`config.mk`:
```
export PLATFORM = sky130hd
export DESIGN_NAME = instr_fetch_flat
export DESIGN_NICKNAME = d
export VERILOG_FILES = /design/src/rtl/instr_fetch_if.sv /design/src/rtl/instr_fetch.sv /design/src/flat_wrapper.sv
export SDC_FILE = /design/constraint.sdc
export NUM_CORES = 1
export LEC_CHECK = 0
export ABC_CLOCK_PERIOD_IN_PS = 4230
export BUFFER_PORTS_ARGS = -buffer_cell sky130_fd_sc_hd__buf_2
export CAP_MARGIN = 15
export CORE_MARGIN = 2
export CORE_UTILIZATION = 51
export DETAILED_ROUTE_END_ITERATION = 7
export GPL_TIMING_DRIVEN = 1
export PLACE_DENSITY = 0.79
export SYNTH_ARGS = -nofsm -noshare
export SYNTH_HDL_FRONTEND = slang
export SYNTH_SLANG_ARGS = --single-unit
```
`constraint.sdc`:
```
create_clock -name clk -period 4.23 [get_ports clk]
set_input_delay 0.846 -clock clk [delete_from_list [all_inputs] [get_ports clk]]
set_output_delay 0.846 -clock clk [all_outputs]
set_load 0.03 [all_outputs]
```
`src/rtl/instr_fetch_if.sv`:
```
// Fetch-stage bus: instruction-memory read channel plus the decode-stage handshake.
// The master modport is the fetch unit; the slave modport is its memory/decode environment.
interface instr_fetch_if;
    logic        imem_req;
    logic [31:0] imem_addr;
    logic        imem_ack;
    logic [31:0] imem_rdata;
    logic [31:0] instr;
    logic [5:0]  opcode;
    logic        instr_valid;
    logic        instr_ready;
    logic        branch_taken;
    logic [15:0] branch_offset;
    logic [31:0] pc;

    modport master (
        output imem_req, imem_addr, instr, opcode, instr_valid, pc,
        input  imem_ack, imem_rdata, instr_ready, branch_taken, branch_offset
    );

    modport slave (
        input  imem_req, imem_addr, instr, opcode, instr_valid, pc,
        output imem_ack, imem_rdata, instr_ready, branch_taken, branch_offset
    );
endinterface

```
`src/rtl/instr_fetch.sv`:
```
// Instruction fetch stage: requests a word at pc, holds it for decode, then advances
// pc sequentially or by a taken branch, stopping on the halt opcode.
module instr_fetch #(
    parameter logic [31:0] RESET_PC    = 32'h0000_0000,
    parameter logic [5:0]  HALT_OPCODE = 6'b111111
) (
    input  logic          clk,
    input  logic          reset,
    input  logic          start,
    output logic          halted,
    instr_fetch_if.master bus
);

    typedef enum logic [1:0] {
        IDLE  = 2'd0,
        FETCH = 2'd1,
        HOLD  = 2'd2,
        HALT  = 2'd3
    } state_t;

    state_t      state_q;
    logic [31:0] pc_q;
    logic [31:0] instr_q;
    logic        req_q;
    logic        valid_q;
    logic        halted_q;

    logic [31:0] pc_seq_d;
    logic [31:0] pc_d;

    // Next pc on a handshake; the word offset is sign-extended and scaled to bytes.
    always_comb begin
        pc_seq_d = pc_q + 32'd4;
        if (bus.branch_taken) begin
            pc_d = pc_seq_d + {{14{bus.branch_offset[15]}}, bus.branch_offset, 2'b00};
        end else begin
            pc_d = pc_seq_d;
        end
    end

    // Fetch FSM with registered outputs; async reset drops imem_req immediately.
    always_ff @(posedge clk or posedge reset) begin
        if (reset) begin
            state_q  <= IDLE;
            pc_q     <= RESET_PC;
            instr_q  <= 32'h0000_0000;
            req_q    <= 1'b0;
            valid_q  <= 1'b0;
            halted_q <= 1'b0;
        end else begin
            case (state_q)
                IDLE: begin
                    if (start) begin
                        state_q <= FETCH;
                        req_q   <= 1'b1;
                    end
                end
                FETCH: begin
                    if (bus.imem_ack) begin
                        state_q <= HOLD;
                        instr_q <= bus.imem_rdata;
                        req_q   <= 1'b0;
                        valid_q <= 1'b1;
                    end
                end
                HOLD: begin
                    if (bus.instr_ready) begin
                        valid_q <= 1'b0;
                        if (instr_q[31:26] == HALT_OPCODE) begin
                            state_q  <= HALT;
                            halted_q <= 1'b1;
                        end else begin
                            state_q <= FETCH;
                            pc_q    <= pc_d;
                            req_q   <= 1'b1;
                        end
                    end
                end
                HALT: begin
                    req_q    <= 1'b0;
                    valid_q  <= 1'b0;
                    halted_q <= 1'b1;
                end
                default: begin
                    state_q  <= IDLE;
                    req_q    <= 1'b0;
                    valid_q  <= 1'b0;
                    halted_q <= 1'b0;
                end
            endcase
        end
    end

    assign bus.imem_req    = req_q;
    assign bus.imem_addr   = pc_q;
    assign bus.instr       = instr_q;
    assign bus.opcode      = instr_q[31:26];
    assign bus.instr_valid = valid_q;
    assign bus.pc          = pc_q;
    assign halted          = halted_q;

endmodule

```
`src/flat_wrapper.sv`:
```
// flat-port wrapper written by rule: the top's interface ports become plain ports
module instr_fetch_flat 
#(
    parameter logic [31:0] RESET_PC    = 32'h0000_0000,
    parameter logic [5:0]  HALT_OPCODE = 6'b111111
)
  (clk, reset, start, halted, bus_imem_req, bus_imem_addr, bus_instr, bus_opcode, bus_instr_valid, bus_pc, bus_imem_ack, bus_imem_rdata, bus_instr_ready, bus_branch_taken, bus_branch_offset);
  instr_fetch_if bus_i ();
  input  logic clk;
  input  logic reset;
  input  logic start;
  output logic halted;
  output wire logic [$bits(bus_i.imem_req)-1:0] bus_imem_req;
  output wire logic [$bits(bus_i.imem_addr)-1:0] bus_imem_addr;
  output wire logic [$bits(bus_i.instr)-1:0] bus_instr;
  output wire logic [$bits(bus_i.opcode)-1:0] bus_opcode;
  output wire logic [$bits(bus_i.instr_valid)-1:0] bus_instr_valid;
  output wire logic [$bits(bus_i.pc)-1:0] bus_pc;
  input wire logic [$bits(bus_i.imem_ack)-1:0] bus_imem_ack;
  input wire logic [$bits(bus_i.imem_rdata)-1:0] bus_imem_rdata;
  input wire logic [$bits(bus_i.instr_ready)-1:0] bus_instr_ready;
  input wire logic [$bits(bus_i.branch_taken)-1:0] bus_branch_taken;
  input wire logic [$bits(bus_i.branch_offset)-1:0] bus_branch_offset;
  assign bus_imem_req = bus_i.imem_req;
  assign bus_imem_addr = bus_i.imem_addr;
  assign bus_instr = bus_i.instr;
  assign bus_opcode = bus_i.opcode;
  assign bus_instr_valid = bus_i.instr_valid;
  assign bus_pc = bus_i.pc;
  assign bus_i.imem_ack = bus_imem_ack;
  assign bus_i.imem_rdata = bus_imem_rdata;
  assign bus_i.instr_ready = bus_instr_ready;
  assign bus_i.branch_taken = bus_branch_taken;
  assign bus_i.branch_offset = bus_branch_offset;
  instr_fetch #(.RESET_PC(RESET_PC), .HALT_OPCODE(HALT_OPCODE)) u_core (.clk(clk), .reset(reset), .start(start), .halted(halted), .bus(bus_i));
endmodule
```
==> results.py <==
metrics = {
    "grt": {
        "antenna_found_initial": 0,
        "grt_pass1_wl_um": 22000,
        "grt_usage_pct": 24.4,
        "grt_pass1_vias": 4471,
        "overflow": 0,
        "grt_max_degree": 54,
    },
    "routing": {
        "drt_iter0_markers": 198,
        "vias": 4780,
        "avgViaCountPerCell": 5.62,
        "drc": 0,
        "wirelength_um": 13700,
        "drt-wirelength-per-cell_um": 16.1,
        "first_pass_iters": 5,
        "ant_nets": 0,
    },
    "worst_setup_path": {
        "critPathKind": "reg -> reg",
        "startpoint": "u_core.bus.imem_addr[6]",
        "r2r_end": "u_core.bus.imem_addr[31]",
        "critPathMaxFanout": 6,
        "arrival_ns": 4.27,
        "end_kind": "register",
        "rrSetupSlack_ns": 0.25,
        "ff2ff_path_depth": 15,
        "rr_startpoint": "u_core.bus.imem_addr[6]",
        "worstPathRequired_ns": 4.53,
        "startpoint_type": "register",
    },
    "placement": {
        "pre_cts_ws_ns": 0.0453,
        "place_congestion": 0.944,
        "dp_cells": 832,
        "hpwlAfterDp_um": 10200,
        "place_area_mm2": 0.00594,
        "portBuffers": 154,
    },
    "timing": {
        "period_needed_ns": 3.98,
        "skew_ns": 0.0145,
        "worstMarginPinSlew_ns": 0.927,
        "relSlewSlack_pct": 38.0,
        "maxSlewViolCount": 0,
        "setup_tns_ns": 0,
        "setup_violations": 0,
        "min_period_over_period_pct": 94.0,
        "timing.fmax_ghz": 0.251,
        "setup_slack_ns": 0.252,
        "fin_hold_ws_ns": 0.469,
        "finalHoldViolCount": 0,
    },
    "clock_network": {
        "cts_tree": "done",
        "cts_buffer_depth": 2,
        "cts_num_sinks": 67,
        "worstSkewPairLatency_ns": 0.35,
        "clkSlewWorstSetupHoldPaths_ns": 0.09,
        "cts.htree.levels": 3,
        "cts_buffers": 9,
        "root_buffer": "clkbuf_8",
    },
    "finish": {
        "nNetsFinal": 807,
        "multi_input_area_mm2": 0.00321,
        "area_growth_pct": 17.6,
        "post-route-util_pct": 61.1,
        "drive_gt1_share_pct": 33.4,
        "seq_area_mm2": 0.00168,
        "nFillCells": 906,
        "design_area_mm2": 0.00622,
        "diodes": 0,
        "fin_cells": 851,
    },
    "worst_hold_path": {
        "holdPathEnd": "u_core.halted",
        "hold_path_class": "reg -> reg",
        "min-delay-start": "u_core.halted",
        "holdPathStages": 2,
    },
    "logic_synthesis": {
        "synth_seq_area_share_pct": 31.7,
        "synth_warnings": 0,
        "synth_area_mm2": 0.00529,
        "yosysTopAreaCell": "dfrtp_1",
        "synth_seq_cells": 67,
        "syn_inst": 588,
        "postSynth.asyncResetShare_pct": 100,
        "ys_types": 62,
        "synth_edf_count": 0,
        "synthTopCellsByArea": "dfrtp_1, ha_1, mux2_2",
        "avgSynthCellArea_um2": 9.00,
        "yosysTopAreaCellShare_pct": 31.7,
        "synth_flop_cell": "dfrtp_1",
    },
    "die": {
        "start_util_pct": 52.0,
        "io_pins": 159,
        "core_area_mm2": 0.0102,
        "core.rowCount": 37,
        "die_width_um": 106,
        "fp.dieH_um": 106,
        "dieArea_mm2": 0.0112,
    },
    "pwr": {
        "p_int_mw": 2.55,
        "p_sw_mw": 2.87,
        "power_density_mw_per_mm2": 870,
        "leakagePower_nw": 3.05,
        "p_total_mw": 5.42,
        "power_frac_clock_pct": 10.3,
        "power_frac_comb_pct": 65.8,
        "peakVddDrop_mv": 0.449,
        "switching_share_pct": 52.9,
        "power_frac_seq_pct": 23.9,
    },
    "status": {
        "status": "completed",
    },
    "job": {
        "maxCapViolCount": 0,
    },
}
[worst max-delay path by stage]
stage                                          end  slack [ns]
after floorplan           u_core.bus.imem_addr[31]        0.20
after global placement    u_core.bus.imem_addr[31]        0.12
after detailed placement  u_core.bus.imem_addr[31]        0.05
after CTS                 u_core.bus.imem_addr[31]        0.02
after global routing      u_core.bus.imem_addr[31]      -0.007
final                     u_core.bus.imem_addr[31]        0.25
[power by group through the flow]
| stage | registers, mW | logic [mW] | clock network, mW |
|---|---|---|---|
| 2_1_floorplan | 1.86 | 2.20 | 0 |
| 3_3_place_gp | 1.27 | 3.47 | 0 |
| 3_5_place_dp | 1.29 | 3.50 | 0 |
| 4_1_cts | 1.28 | 3.52 | 0.568 |
| 5_1_grt | 1.35 | 3.85 | 0.592 |
| 6_report | 1.29 | 3.57 | 0.557 |
[critical path: stages, from the launching register on]
cell and delay [ns]:
dfrtp_2 0.42, and4_4 0.28, nand3_2 0.11, or4_4 0.62
nor2_4 0.17, and2_4 0.18, and3_1 0.17, xor2_1 0.22
ha_1 0.32, a21oi_1 0.17, o21ai_0 0.11, a21oi_1 0.21
o41ai_2 0.15, and3_1 0.19, or4_1 0.51, nand3_1 0.08
[timing repair]
action | CTS | global route
hold buffers | 0 | 0
gates resized for setup | 0 | 12
setup endpoints to repair | 0 | 3
setup buffers | 0 | 1
[sequential cells by signal, indices dropped and copies added (netlist names)]
register / cells
u_core.state_q: 2
u_core.bus.imem_addr: 30
u_core.bus.instr_valid: 1
u_core.bus.imem_req: 1
u_core.bus.instr: 32
u_core.halted: 1
[cell type report]
type / instances / share of cell area [%]
Clock inverter: 7 / 1.21
Sequential cell: 67 / 27.0
Timing Repair Buffer: 168 / 14.6
Tap cell: 136 / 2.73
Multi-Input combinational cell: 450 / 51.6
Inverter: 14 / 0.844
Clock buffer: 9 / 1.99
[per-layer routing]
metal | wire (um) | vias to the layer above | track usage [%] | share of wire, %
met5 | 0 | - | 0 | 0
met4 | 167 | 0 | 6.77 | 1.2
met3 | 699 | 14 | 4.39 | 5.1
met2 | 6810 | 138 | 41.3 | 50
met1 | 6030 | 2302 | 32.0 | 44
li1 | - | 2326 | - | -
[layout by cell type, fill, tap and decap left out, drive strengths merged, types with 4 or more instances in the layout]
cell,count
buf,168
dfrtp,67
nand2,50
o21ai,45
ha,42
a21oi,41
xnor2,33
mux2,32
nor2,31
nand3,21
xor2,20
a21o,18
inv,17
nand4,13
nor3,13
and3,12
clkbuf,9
a31oi,5
a22oi,5
o31ai,5
or2,4
conb,4
[cells by family (layout without fill, tap and decap cells)]
kind of cell / after synthesis / count (layout) / share of synthesized area, %
flops: 67 / 67 / 31.7
fa+ha+maj: 43 / 43 / 10.3
other cells: 1 / 4 / 0.0708
compound gates: 147 / 147 / 17.4
xor+xnor: 53 / 53 / 8.77
mux: 35 / 35 / 7.37
simple gates: 168 / 168 / 16.1
buf+inv: 74 / 198 / 8.30
[synthesized netlist by cell type, types with 2 or more instances]
cell      number
mux2i_1        3
a22oi_1        5
or3_1          2
a21oi_1       40
o211ai_1       3
mux2_2        32
a211oi_1       2
nor3_1        13
and3_1        12
buf_4         41
or4_1          2
clkbuf_1      14
nand3_1       19
o21bai_1       3
xnor2_1       33
o22ai_1        2
o41ai_1        2
buf_1          4
a31oi_1        5
nand2b_1       3
o21ai_0       44
or2_2          4
ha_1          42
xor2_1        20
nor3b_1        3
dfrtp_1       67
nand4_1       13
inv_1         14
nor4_1         3
nor2b_1        3
a21o_1        18
nor2_1        30
o31ai_1        5
a221oi_1       2
nand2_1       50
and2_1         2
a221o_1        3
Note: power is estimated with default switching activity, not from simulation.
